===== config.mk =====
export PLATFORM = sky130hd
export DESIGN_NAME = fwd_hazard_unit
export DESIGN_NICKNAME = d
export VERILOG_FILES = /design/src/rtl/fwd_hazard_unit.sv
export SDC_FILE = /design/constraint.sdc
export NUM_CORES = 1
export LEC_CHECK = 0
export ABC_AREA = 1
export ABC_CLOCK_PERIOD_IN_PS = 2900
export BUFFER_PORTS_ARGS = -buffer_cell sky130_fd_sc_hd__buf_2
export CAP_MARGIN = 30
export CORE_UTILIZATION = 45
export DETAILED_ROUTE_END_ITERATION = 10
export MAX_ROUTING_LAYER = met4
export PLACE_DENSITY = 0.83
export SYNTH_ARGS = -nofsm -noshare
export SYNTH_HDL_FRONTEND = slang
export SYNTH_SLANG_ARGS = --single-unit

===== constraint.sdc =====
create_clock -name clk -period 2.9 [get_ports clk]
set_input_delay 0.145 -clock clk [delete_from_list [all_inputs] [get_ports clk]]
set_output_delay 0.145 -clock clk [all_outputs]
set_load 0.1 [all_outputs]

===== src/rtl/fwd_hazard_unit.sv =====
// Operand forwarding and load-use hazard unit: EX/WB bypass to ID plus a per-register load scoreboard.
// Optional macro FWD_ZERO_REG_EN makes r0 a hardwired zero register.
module fwd_hazard_unit #(
  parameter int NUM_DOMAINS = 1,
  parameter int NUM_SRC     = 3,
  parameter int REG_AW      = 3,
  parameter int LOAD_LAT    = 2,
  parameter int STALL_CW    = 16
) (
  input  logic                          clk,
  input  logic                          rst_n,
  input  logic [NUM_SRC*REG_AW-1:0]     src_addr,
  input  logic [NUM_SRC-1:0]            src_used,
  input  logic [NUM_SRC*NUM_DOMAINS*8-1:0] rf_data,
  input  logic                          ex_wr_en,
  input  logic [REG_AW-1:0]             ex_dst,
  input  logic [NUM_DOMAINS*8-1:0]      ex_result,
  input  logic                          wb_wr_en,
  input  logic [REG_AW-1:0]             wb_dst,
  input  logic [NUM_DOMAINS*8-1:0]      wb_data,
  input  logic                          issue_valid,
  input  logic                          issue_is_load,
  input  logic [REG_AW-1:0]             issue_dst,
  input  logic                          flush,
  output logic [NUM_SRC*NUM_DOMAINS*8-1:0] op_data,
  output logic [NUM_SRC*2-1:0]          fwd_sel,
  output logic                          stall_id,
  output logic [STALL_CW-1:0]           stall_count
);

  localparam int DW   = NUM_DOMAINS * 8;
  localparam int NREG = 1 << REG_AW;
  localparam logic [2:0] LAT = 3'(LOAD_LAT);

`ifdef FWD_ZERO_REG_EN
  localparam bit ZERO_REG = 1'b1;
`else
  localparam bit ZERO_REG = 1'b0;
`endif

  logic [2:0]         cnt [NREG];
  logic [NUM_SRC-1:0] hazard;
  logic               accept;

  always_comb begin : operand_resolve
    logic [REG_AW-1:0] a;
    logic              is_zero;
    hazard  = '0;
    op_data = '0;
    fwd_sel = '0;
    for (int i = 0; i < NUM_SRC; i++) begin
      a       = src_addr[i*REG_AW +: REG_AW];
      is_zero = ZERO_REG && (a == '0);
      hazard[i] = src_used[i] && !is_zero && (cnt[a] >= 3'd2);
      // A pending load owns its register, so the older EX result must not be bypassed.
      if (is_zero) begin
        op_data[i*DW +: DW] = '0;
        fwd_sel[i*2 +: 2]   = 2'd0;
      end else if (ex_wr_en && (ex_dst == a) && (cnt[a] == 3'd0)) begin
        op_data[i*DW +: DW] = ex_result;
        fwd_sel[i*2 +: 2]   = 2'd1;
      end else if (wb_wr_en && (wb_dst == a)) begin
        op_data[i*DW +: DW] = wb_data;
        fwd_sel[i*2 +: 2]   = 2'd2;
      end else begin
        op_data[i*DW +: DW] = rf_data[i*DW +: DW];
        fwd_sel[i*2 +: 2]   = 2'd0;
      end
    end
  end

  assign stall_id = |hazard;
  assign accept   = issue_valid && !stall_id && !flush;

  always_ff @(posedge clk or negedge rst_n) begin
    if (!rst_n) begin
      for (int r = 0; r < NREG; r++) cnt[r] <= 3'd0;
    end else begin
      for (int r = 0; r < NREG; r++) begin
        if (flush)
          cnt[r] <= 3'd0;
        else if (accept && issue_is_load && (issue_dst == REG_AW'(r)) && !(ZERO_REG && r == 0))
          cnt[r] <= LAT;
        else if (cnt[r] != 3'd0)
          cnt[r] <= cnt[r] - 3'd1;
      end
    end
  end

  always_ff @(posedge clk or negedge rst_n) begin
    if (!rst_n)
      stall_count <= '0;
    else if (stall_id && (stall_count != '1))
      stall_count <= stall_count + STALL_CW'(1);
  end

endmodule

# Yosys cells after proc, flatten, opt, wreduce, memory -nomap -nowiden
# Index checks and enable logic that the tools add are counted.
[classes]
addsub = 9
order_cmp = 6
n_eq_ne = 14
muxes = 45
bitwise_logic = 3
n_reduce_logical = 47
[ops]
columns = ["cell", "n"]
rows = [
  ["3-bit 2-to-1 mux", 30],
  ["8-bit 2-to-1 mux", 6],
  ["3-bit nonzero test", 16],
  ["3-bit binary-select mux with 3-bit select", 3],
  ["1-bit logical AND", 24],
  ["3-bit by 1-bit subtractor with 3-bit output (second input constant)", 8],
  ["3-bit equality test", 6],
  ["16-bit by 1-bit adder with 16-bit output (second input constant)", 1],
  ["16-bit != test (second input constant)", 1],
  ["3-bit equality test (second input constant)", 4],
  ["4-bit greater-or-equal comparator (second input constant)", 3],
  ["3-bit logical NOT", 4],
  ["2-bit 2-to-1 mux", 6],
  ["3-bit inverter with 4-bit output", 3],
  ["3-bit by 2-bit greater-or-equal comparator with 1-bit output (second input constant)", 3],
  ["3-bit by 2-bit equality test with 1-bit output (second input constant)", 2],
  ["3-bit by 1-bit equality test with 1-bit output (second input constant)", 1],
  ["3-bit OR reduction", 1],
  ["1-bit logical NOT", 2],
]
[totals]
regBits = 40
in_bits = 68
out_inout_bits = 47
wordCells = 133

# Logic depth before layout (Yosys ltp)
[depth]
word_depth = 14
depth_mapped = 12

# Worst setup path before layout
# No wires, ideal clock.
[synth_timing]
path_kind = "reg2out"
start = "reg cnt[16] (netlist bit)"
end = "out op_data[0]"
arrival_time_ns = 3.371
required_time_ns = 2.755
path_slack_ns = -0.616
path_stages_with_launch = 9
cell_sequence = "dfrtp_1 -> o21ai_0 -> nand3_1 -> nand3_1 -> nand2_2 -> nor3_4 -> inv_2 -> buf_2 -> o21ai_1"
[synth_via]
elab_chain_len = 6
[synth_lines]
columns = ["item", "line", "rtl"]
rows = [
  ["from (decl)", "41", "logic [2:0] cnt [NREG];"],
  ["from (signal, indexed assignment)", "85", "cnt[r] <= cnt[r] - 3'd1;"],
  ["3-bit binary-select mux with 3-bit select", "59", "end else if (ex_wr_en && (ex_dst == a) && (cnt[a] == 3'd0)) begin"],
  ["3-bit 2-to-1 mux (implied by the code) (2 in a row)", "59", ""],
  ["3-bit logical NOT", "59", ""],
  ["1-bit logical AND", "59", ""],
  ["8-bit 2-to-1 mux", "59", ""],
  ["to (decl)", "25", "output logic [NUM_SRC*NUM_DOMAINS*8-1:0] op_data,"],
]
# No other way between the ends. The select of a mux whose other input is x is not followed.

# Worst setup path in the final report
[layout_timing]
start = "reg cnt[15] (netlist bit)"
end = "out op_data[18]"
# Same word-level chain as after synthesis.

==> impl_metrics.py <==
metrics = {
    "cts": {
        "cts.repair.resized": 0,
        "ctsHoldBuffers": 0,
        "clock_latency_ns": 0.29,
        "numCtsBuffers": 5,
        "clkTransAtPathRegs_ns": 0.08,
        "post_cts_buffers": 0,
        "cts.path.max_buffers": 2,
        "cts_tree": "done",
        "htree_levels": 2,
        "clkSinkCount": 40,
        "clock-root-buffer": "clkbuf_8",
    },
    "worst_setup_path": {
        "r2r_start": "stall_count[0]",
        "cp-start-kind": "flip-flop",
        "startpoint": "cnt[15]",
        "critPathKind": "flip-flop to output pin",
        "path_max_fanout": 16,
        "crit_required_ns": 2.76,
        "timing.rr.end": "stall_count[10]",
        "arrival_ns": 2.51,
        "reg2reg_depth": 10,
        "r2r_slack_ns": 1.05,
        "end_kind": "output pin",
    },
    "power_and_ir_drop": {
        "power.leakage_nw": 2.34,
        "power-per-cell-area_nw_per_um2": 849,
        "total_power_mw": 3.82,
        "irDropWorstVdd_mv": 1.37,
    },
    "sta": {
        "hold_viol_final": 40,
        "rsz0062_at_grt": "no",
        "worst_clock_skew_ns": 0.00637,
        "maxSlewViolCount": 0,
        "holdWs_ns": -0.0178,
        "setup_viol": 0,
        "finalCritPeriodShare_pct": 91.5,
        "max-slew-margin-rel_pct": 40.3,
        "period_minus_slack_ns": 2.65,
        "tightestPinTransition_ns": 0.896,
        "fmax_mhz": 377,
    },
    "synth": {
        "syn_avg_cell_area_um2": 6.98,
        "synth_cells": 530,
        "syn-num-nets": 615,
        "synthesis.area_um2": 3700,
        "synth-warning-count": 0,
        "synth_edf_count": 0,
        "ys_types": 41,
        "ys_seq_elements": 40,
        "yosysSeqAreaShare_pct": 27.1,
        "synth_ff_type": "dfrtp_1",
        "async_flop_share_pct": 100,
    },
    "placed_design": {
        "gp_congestion": 0.912,
        "hpwl_um": 7930,
        "port_buffers": 114,
        "dpl_cell_area_um2": 4380,
    },
    "die": {
        "fp.dieW_um": 92.6,
        "rows": 32,
        "num_io_pins": 115,
        "core_region_area_um2": 7850,
        "chipHeight_um": 92.6,
        "die_area_um2": 8580,
        "start_util_pct": 47.1,
    },
    "finish": {
        "drive_above_1_share_pct": 28.7,
        "antenna_cells": 0,
        "num-nets-final": 722,
        "design_area_um2": 4500,
        "num-fill-cells": 726,
        "register_area_um2": 1000,
        "multi_input_area_um2": 2350,
        "area_delta_synth_final_pct": 21.6,
    },
    "outcome": {
        "outcome": "complete, but fails checks",
        "violations": "hold timing",
    },
    "flow_run": {
        "max_cap_violations": 0,
    },
    "global_routing": {
        "grt_pass1_wl_um": 15800,
        "grt_max_degree": 41,
        "antenna_found_initial": 0,
        "grt_pass1_vias": 3378,
        "grtUsageTotal_pct": 23.3,
        "grt_overflow": 0,
    },
    "routing": {
        "antenna_left": 0,
        "drc": 0,
        "drt_first_pass_iters": 5,
        "wl_um": 9920,
        "drt_iter0_markers": 350,
        "drt-vias-per-instance": 5.33,
        "wl_per_cell_um": 13.4,
        "vias": 3944,
    },
    "hold_path": {
        "min_path_type": "input pin to asynchronous set/reset pin",
    },
}
-- critical path: stages (launching register included) --
cell     delay [ns]
dfrtp_1        0.38
inv_1          0.08
o21ai_0        0.18
nand2_1        0.07
mux2i_1        0.30
nor3_4         0.09
inv_2          0.39
nand2_1        0.19
o21ai_4        0.09
buf_2          0.44
-- stage by stage --
step | utilization, % | setup TNS, ns | setup WS [ns] | hold WS [ns] | std cells
after global routing | 57.3 | 0 | 0.0762 | 0.0486 | 740
after detailed placement | 55.8 | 0 | 0.532 | 0.322 | 732
final | 57.3 | 0 | 0.248 | -0.0178 | 740
after CTS | 57.3 | 0 | 0.246 | 0.0108 | 740
after global placement | 55.8 | 0 | 0.596 | 0.317 | 732
after floorplan | - | -0.921 | -0.115 | -0.151 | 530
-- per-layer routing --
| layer | track usage, % | share of wire (%) |
|---|---|---|
| met2 | 38.9 | 47 |
| met5 | - | 0 |
| met1 | 29.7 | 44 |
| met3 | 3.04 | 7.1 |
| met4 | 6.67 | 2.0 |
-- how the worst max path moves through the flow --
stage | to | cells past startpoint
2_1_floorplan | op_data[0] | 8
3_3_place_gp | op_data[16] | 10
3_5_place_dp | op_data[18] | 10
4_1_cts | op_data[18] | 9
5_1_grt | op_data[18] | 9
6_report | op_data[18] | 9
-- sequential cells by signal (all words and copies together), names as in the netlist --
name and cells:
stall_count 16, cnt 24
-- Yosys cell counts, types with 9 or more instances --
cell	n	area share [%]
nand2_2	10	1.7
o21ai_0	62	8.4
xor2_1	23	5.4
a21oi_1	20	2.7
o21ai_1	33	4.5
nor2_1	27	2.7
inv_1	75	7.6
ha_1	17	5.8
nand4_1	9	1.5
o21ai_2	12	2.8
nand3_1	21	2.8
dfrtp_1	40	27
nand2_1	110	11
-- area by class of cell --
cell class                 instances  area share, %
clock inverter                     2          0.863
clock buffer                       6           1.84
inverter                          85           7.15
sequential                        40           22.3
multi-input combinational        391           52.4
timing repair buffer             114           12.7
tap                              102           2.84
-- report_power, final --
part           switching, mW  total (mW)  internal [mW]
logic                   1.69        2.34          0.655
registers              0.239       0.995          0.756
clock network          0.197       0.479          0.281
-- cells by family after synthesis --
| logic type | synth area share, % |
|---|---|
| flip-flops | 27.1 |
| buffers and inverters | 11.7 |
| adder cells (fa/ha/maj) | 5.75 |
| AO/OA/AOI/OAI | 22.0 |
| multiplexers | 0.271 |
| AND/OR/NAND/NOR | 26.3 |
| XOR/XNOR | 6.84 |
-- placed cells by master (no fill, tap or decap), drive strengths merged --
master,n
a211oi,2
a21oi,21
and3,1
buf,114
bufinv,1
clkbuf,6
clkinv,2
dfrtp,40
ha,17
inv,84
mux2i,1
nand2,121
nand3,25
nand3b,2
nand4,9
nor2,34
nor3,8
nor4,3
o2111ai,5
o211ai,3
o21ai,107
o22ai,4
xnor2,5
xor2,23
Power figures use the tool's default switching activity.
